### config.mk
export PLATFORM = sky130hd
export DESIGN_NAME = lcd_display
export DESIGN_NICKNAME = d
export VERILOG_FILES = /design/src/rtl/lcd_display_pkg.sv /design/src/rtl/lcd_delay_timer.sv /design/src/rtl/lcd_display.sv
export SDC_FILE = /design/constraint.sdc
export NUM_CORES = 1
export LEC_CHECK = 0
export CAP_MARGIN = 15
export CORE_UTILIZATION = 40
export CTS_CLUSTER_DIAMETER = 50
export CTS_CLUSTER_SIZE = 14
export DETAILED_ROUTE_END_ITERATION = 7
export PLACE_DENSITY = 0.75
export RECOVER_POWER = 50
export REMOVE_ABC_BUFFERS = 1
export SETUP_SLACK_MARGIN = 0.4
export SLEW_MARGIN = 20
export SYNTH_ARGS = -nofsm -noshare
export SYNTH_HDL_FRONTEND = slang
export SYNTH_SLANG_ARGS = --single-unit
export TNS_END_PERCENT = 100
### constraint.sdc
create_clock -name i_clk -period 2.6 [get_ports i_clk]
set_input_delay 0.52 -clock i_clk [delete_from_list [all_inputs] [get_ports i_clk]]
set_output_delay 0.52 -clock i_clk [all_outputs]
set_load 0.03 [all_outputs]
### src/rtl/lcd_display_pkg.sv
// ---------------------------------------------------------------------------
// lcd_display_pkg
// Shared definitions for the HD44780 character-LCD sequencer:
//   - bit positions of the fields inside an 11-bit command ROM word
//   - the sequencer state enum
//   - lcd_cyc(): converts a wait time in microseconds into clock cycles
//   - the ASCII space used for out-of-range live-data selections
// No ports; imported by lcd_display and lcd_delay_timer.
// ---------------------------------------------------------------------------
package lcd_display_pkg;

  // Command word layout: [10]=RS, [9]=RW, [8]=SEL, [7:0]=BYTE
  localparam int CMD_WIDTH    = 11;
  localparam int CMD_RS_BIT   = 10;
  localparam int CMD_RW_BIT   = 9;
  localparam int CMD_SEL_BIT  = 8;
  localparam int CMD_BYTE_MSB = 7;

  // Instruction bytes that need the long execution wait (clear / return home)
  localparam logic [7:0] CMD_CLEAR = 8'h01;
  localparam logic [7:0] CMD_HOME  = 8'h02;

  // Shown when a live-data word selects a byte that does not exist
  localparam logic [7:0] SPACE = 8'h20;

  typedef enum logic [2:0] {
    IDLE,
    FETCH,
    SETUP,
    PULSE,
    HOLD,
    NEXT
  } lcd_state_e;

  // Cycles needed to cover tUs microseconds at clockHz, rounded up and never
  // below one. 64-bit arithmetic keeps fast clocks with long waits exact.
  function automatic int lcd_cyc(input int tUs, input int clockHz);
    longint prod;
    longint cycles;
    prod   = longint'(tUs) * longint'(clockHz);
    cycles = (prod + 64'sd999999) / 64'sd1000000;
    if (cycles < 64'sd1) begin
      cycles = 64'sd1;
    end
    return int'(cycles);
  endfunction

endpackage

### src/rtl/lcd_delay_timer.sv
// ---------------------------------------------------------------------------
// lcd_delay_timer
// Loadable down-counter that times the E-strobe and execution waits.
// Loading value N-1 makes o_done rise N cycles later (o_done is high in the
// last cycle of the wait), so the caller leaves its state after exactly N.
// Ports:
//   i_clk    clock, rising edge
//   i_rst_n  synchronous active-low reset, clears the count
//   i_load   load i_value this cycle (takes priority over counting)
//   i_value  count to load
//   o_done   count has reached zero
// ---------------------------------------------------------------------------
module lcd_delay_timer #(
  parameter int WIDTH = 8
) (
  input  logic             i_clk,
  input  logic             i_rst_n,
  input  logic             i_load,
  input  logic [WIDTH-1:0] i_value,
  output logic             o_done
);

  logic [WIDTH-1:0] count_q;

  // Count down to zero and park there until the next load; a load always
  // wins so the sequencer can chain the strobe wait straight into the
  // execution wait without a dead cycle.
  always_ff @(posedge i_clk) begin
    if (!i_rst_n) begin
      count_q <= '0;
    end else if (i_load) begin
      count_q <= i_value;
    end else if (count_q != '0) begin
      count_q <= count_q - 1'b1;
    end
  end

  assign o_done = (count_q == '0);

endmodule

### src/rtl/lcd_display.sv
// ---------------------------------------------------------------------------
// lcd_display
// Sequencer for an HD44780-style LCD on an 8-bit bus. Walks the window
// [i_addr_begin..i_addr_end] of an external command ROM forever, putting
// each word on the LCD pins with an E strobe and the execution wait the
// controller needs, so the screen keeps refreshing from live data.
// Ports:
//   i_clk, i_rst_n  clock and synchronous active-low reset
//   i_command       ROM word at o_addr, valid one cycle after o_addr changes
//   i_data          SIZE-1 live bytes, byte k = i_data[8k+7:8k]
//   i_addr_begin    first ROM address of the window
//   i_addr_end      last ROM address of the window (inclusive)
//   o_addr          ROM read address
//   o_data          LCD DB7..DB0
//   o_E, o_RS, o_RW LCD enable strobe, register select, read/write
// ---------------------------------------------------------------------------
module lcd_display
  import lcd_display_pkg::*;
#(
  parameter int SIZE          = 4,
  parameter int WIDTH_MEM_MAX = 4,
  parameter int CLOCK         = 25000
) (
  input  logic                       i_clk,
  input  logic                       i_rst_n,
  input  logic [CMD_WIDTH-1:0]       i_command,
  input  logic [(SIZE-1)*8-1:0]      i_data,
  input  logic [WIDTH_MEM_MAX-1:0]   i_addr_begin,
  input  logic [WIDTH_MEM_MAX-1:0]   i_addr_end,
  output logic [WIDTH_MEM_MAX-1:0]   o_addr,
  output logic [7:0]                 o_data,
  output logic                       o_E,
  output logic                       o_RS,
  output logic                       o_RW
);

  localparam int E_CYC    = lcd_cyc(1, CLOCK);
  localparam int EXEC_CYC = lcd_cyc(50, CLOCK);
  localparam int CLR_CYC  = lcd_cyc(2000, CLOCK);
  localparam int TIMER_W  = $clog2(CLR_CYC) + 1;

  lcd_state_e                 state_q;
  logic                       timerLoad;
  logic [TIMER_W-1:0]         timerValue;
  logic                       timerDone;
  logic [7:0]                 cmdByte;
  logic [7:0]                 selByte;
  logic [7:0]                 cmdData;
  logic                       isClear;
  logic [WIDTH_MEM_MAX-1:0]   addr_d;

  assign cmdByte = i_command[CMD_BYTE_MSB:0];

  // Live-data selection: BYTE indexes i_data, and any index past the last
  // byte shows a blank so a bad ROM word cannot print garbage.
  always_comb begin
    selByte = SPACE;
    for (int k = 0; k < SIZE - 1; k++) begin
      if (cmdByte == 8'(k)) begin
        selByte = i_data[8*k +: 8];
      end
    end
  end

  assign cmdData = i_command[CMD_SEL_BIT] ? selByte : cmdByte;

  // Clear display and return home run for milliseconds; decided from the
  // already-latched bus so it reflects the word currently being strobed.
  assign isClear = !o_RS && ((o_data == CMD_CLEAR) || (o_data == CMD_HOME));

  // Advance through the window; begin>end wraps naturally through the top
  // of the address space because the add is W bits wide.
  assign addr_d = (o_addr == i_addr_end) ? i_addr_begin : o_addr + 1'b1;

  // Timer loads: the strobe wait starts as SETUP hands over to PULSE, and the
  // execution wait is chained in on the cycle the strobe ends. Values are
  // N-1 because the timer reports done in its final cycle.
  always_comb begin
    timerLoad  = 1'b0;
    timerValue = '0;
    if (state_q == SETUP) begin
      timerLoad  = 1'b1;
      timerValue = TIMER_W'(E_CYC - 1);
    end else if ((state_q == PULSE) && timerDone) begin
      timerLoad  = 1'b1;
      timerValue = isClear ? TIMER_W'(CLR_CYC - 1) : TIMER_W'(EXEC_CYC - 1);
    end
  end

  lcd_delay_timer #(
    .WIDTH   (TIMER_W)
  ) u_timer (
    .i_clk   (i_clk),
    .i_rst_n (i_rst_n),
    .i_load  (timerLoad),
    .i_value (timerValue),
    .o_done  (timerDone)
  );

  // Main sequencer. All LCD pins are registered here. RS/RW/DB are taken
  // from the ROM word only when leaving SETUP, which is also the only place
  // i_data is sampled, so the bus is frozen for the whole strobe and the
  // execution wait. E rises on that same edge; the controller captures on
  // E falling, a full strobe width later.
  always_ff @(posedge i_clk) begin
    if (!i_rst_n) begin
      state_q <= IDLE;
      o_addr  <= '0;
      o_data  <= '0;
      o_E     <= 1'b0;
      o_RS    <= 1'b0;
      o_RW    <= 1'b0;
    end else begin
      unique case (state_q)
        IDLE: begin
          o_addr  <= i_addr_begin;
          state_q <= FETCH;
        end
        FETCH: begin
          state_q <= SETUP;
        end
        SETUP: begin
          o_RS    <= i_command[CMD_RS_BIT];
          o_RW    <= i_command[CMD_RW_BIT];
          o_data  <= cmdData;
          o_E     <= 1'b1;
          state_q <= PULSE;
        end
        PULSE: begin
          if (timerDone) begin
            o_E     <= 1'b0;
            state_q <= HOLD;
          end
        end
        HOLD: begin
          if (timerDone) begin
            state_q <= NEXT;
          end
        end
        NEXT: begin
          o_addr  <= addr_d;
          state_q <= FETCH;
        end
        default: begin
          state_q <= IDLE;
        end
      endcase
    end
  end

endmodule

==> impl_results.md <==
* Clock Latency Late Sink at 0.28 ns
* Initial Util at 41.5%
* Post-CTS Resized at 0
* Routed WL per cell at 13.8 um
* Die H at 63.6 um
* Final setup vio count at 0
* DRT Pass-1 Iters at 4
* Cell area after layout at 2170 um^2
* Clk pwr share at 14.5%
* Yosys reg bits at 25
* Max FO, Critical Path at 5
* Die span in x at 63.6 um
* Area delta synth->final at 43.2%
* Int Power at 0.958 mW
* Initial antenna violation count at 0
* Top post-synthesis cells by area: dfxtp_1 33%, mux2i_1 5.3%, o21ai_0 4.9%
* Vias in the first global route at 1413
* Crit path DAT at 2.23 ns
* Worst-path clk slew at 0.09 ns
* Post-layout nets at 281
* CTS tree: done
* Min Tclk post-route at 2.00 ns
* Via count at 1512
* Post-DRT Antenna Nets at 0
* DRC viols at 0
* Placer Congestion at 0.795
* Grt total ovfl at 0
* DP Area at 2140 um^2
* Commonest cells after routing, fill and taps aside: 49 x clkdlybuf4s50_1, 25 x dfxtp_1, 15 x o21ai_0
* Max frequency at 499 MHz
* MaxCap Viol Count at 0
* NetSw at 0.681 mW
* First-pass GRT wire length at 6560 um
* Slew Limit Fails at 0
* Seq pwr share at 36.0%
* Post-synth EDFFs at 0
* Share of cells above drive strength 1 at 6.03%
* Static leakage at 0.853 nW
* Drt via density at 5.40
* Die area at 4040 um^2
* CTS max path bufs at 2
* Switching share of power at 41.6%
* RSZ-0062 raised after global routing: false
* Worst min-delay path class: reg -> reg
* Crit end category: register
* Share of async-settable or async-resettable flops after synthesis at 0%
* Crit path required time at 2.82 ns
* Distinct cells, synth at 45
* VDD IR-drop max at 0.000379 V
* Drt total wl at 3870 um
* Ant diodes at 0
* Synth area leader: dfxtp_1
* IO Pins at 60
* PortBufs at 59
* 1st-iter DRT viols at 74
* Post-CTS Setup Inserts at 0
* Root Driver: clkbuf_8
* CTS Buf Count at 3
* CTS H-tree lvls at 1
* # rows at 22
* WS Path Type: reg -> reg
* Sequential share of the synthesized area at 33.0%
* Mapped cell area at 1520 um^2
* Final Hold Fails at 0
* Slew HR at 32.6%
* Period utilization at 77.1%
* Synth warn at 0
* Post-DP HPWL at 3000 um
* Comb power frac at 49.5%
* Worst slew pin tran at 1.01 ns
* CP Launch Type: register
* Clock sinks at 25
* Hold WS at 0.465 ns
* Commonest non-fill, non-tap cell in the layout: clkdlybuf4s50_1
* TNS Setup at 0 ns
* Hold-fix buffers at CTS at 0
* Syn avg cell area at 8.67 um^2
* Final core occ at 59.4%
* Worst Clk Skew at 0.00779 ns
* Power per cell area at 754 nW/um^2
* Top_reg_cell synth: dfxtp_1
* Synth Instances at 175
* Status: completed
* Synth top area share at 33.0%
* Layout fillers at 347
* Total GRT Usage at 20.6%
* Pin count of the biggest net entering global routing at 16
* Core Region at 3660 um^2
## area by class of cell
| class | instances | area (um^2) | area share, % |
|---|---|---|---|
| clock inverter | 1 | 7.51 | 0.345 |
| inverter | 7 | 26.3 | 1.21 |
| tap | 48 | 60.1 | 2.76 |
| sequential | 25 | 500 | 23.0 |
| clock buffer | 3 | 41.3 | 1.90 |
| multi-input combinational | 134 | 925 | 42.5 |
| timing repair buffer | 62 | 613 | 28.2 |
## metal layers
metal	part of all wire (%)	global-route usage, %	vias up	wire, um
met5	0	0	-	0
met4	1.7	6.53	0	67
met3	3.9	5.43	8	150
met2	47	32.0	40	1830
met1	47	27.4	693	1830
li1	-	-	771	-
## power groups by stage
stage               clock network (mW)  registers, mW  logic, mW
floorplan                            0          0.658      0.495
global placement                     0          0.600      0.835
detailed placement                   0          0.600      0.841
CTS                              0.242          0.593      0.852
global route                     0.261          0.611      0.886
finish                           0.238          0.590      0.811
## logic make-up (layout without fill, tap and decap cells)
kind of cell | after synthesis | in the layout | synth area share, %
AO/OA/AOI/OAI | 58 | 58 | 25.6
buffers and inverters | 16 | 73 | 5.36
multiplexers | 9 | 9 | 6.02
flip-flops | 25 | 25 | 33.0
XOR/XNOR | 6 | 6 | 3.46
adder cells (fa/ha/maj) | 3 | 3 | 2.47
AND/OR/NAND/NOR | 58 | 58 | 24.2
## critical path: stages (launching register included)
cell and delay, ns:
dfxtp_1 0.35, inv_1 0.11, ha_1 0.17, or4b_1 0.50, or2_0 0.36, nor4_4 0.31, o21a_1 0.16
## registers in the layout, indices dropped and copies added (netlist names)
name             cells
u_timer.count_q      7
o_RS                 1
o_addr               4
o_E                  1
state_q              3
o_RW                 1
o_data               8
## metrics by stage
step                      power (mW)  worst slack (ns)  cells
after floorplan                 1.15             0.831    166
after global routing            1.76             0.422    280
final                           1.64             0.596    280
after global placement          1.43             0.315    276
after detailed placement        1.44             0.313    276
after CTS                       1.69             0.610    280
## path summary, 6_finish.rpt
| path | start | endpoint | slack (ns) | depth (start not counted) |
|---|---|---|---|---|
| setup / recovery | u_timer.count_q[0] | u_timer.count_q[5] | 0.60 | 6 |
| hold / removal | o_RW | o_RW | 0.46 | 2 |
| setup reg to reg | u_timer.count_q[0] | u_timer.count_q[5] | 0.60 | 6 |
| hold reg to reg | o_RW | o_RW | 0.46 | 2 |
## cells in the mapped netlist, types with 2 or more instances
cell / number
dfxtp_1: 25
o21ai_0: 15
a21oi_1: 13
nor2_1: 11
nand2_1: 9
mux2i_1: 8
o2bb2ai_1: 8
a221oi_1: 7
inv_1: 6
or3_1: 6
o21a_1: 5
clkbuf_1: 4
nand3b_1: 4
xnor2_1: 4
a31oi_1: 3
and3_1: 3
ha_1: 3
nand3_1: 3
nor2b_1: 3
nor3_1: 3
and2_1: 2
buf_1: 2
clkbuf_8: 2
nor4_1: 2
nor4_4: 2
or2_2: 2
xor2_1: 2
Note: power is estimated with default switching activity, not from simulation.
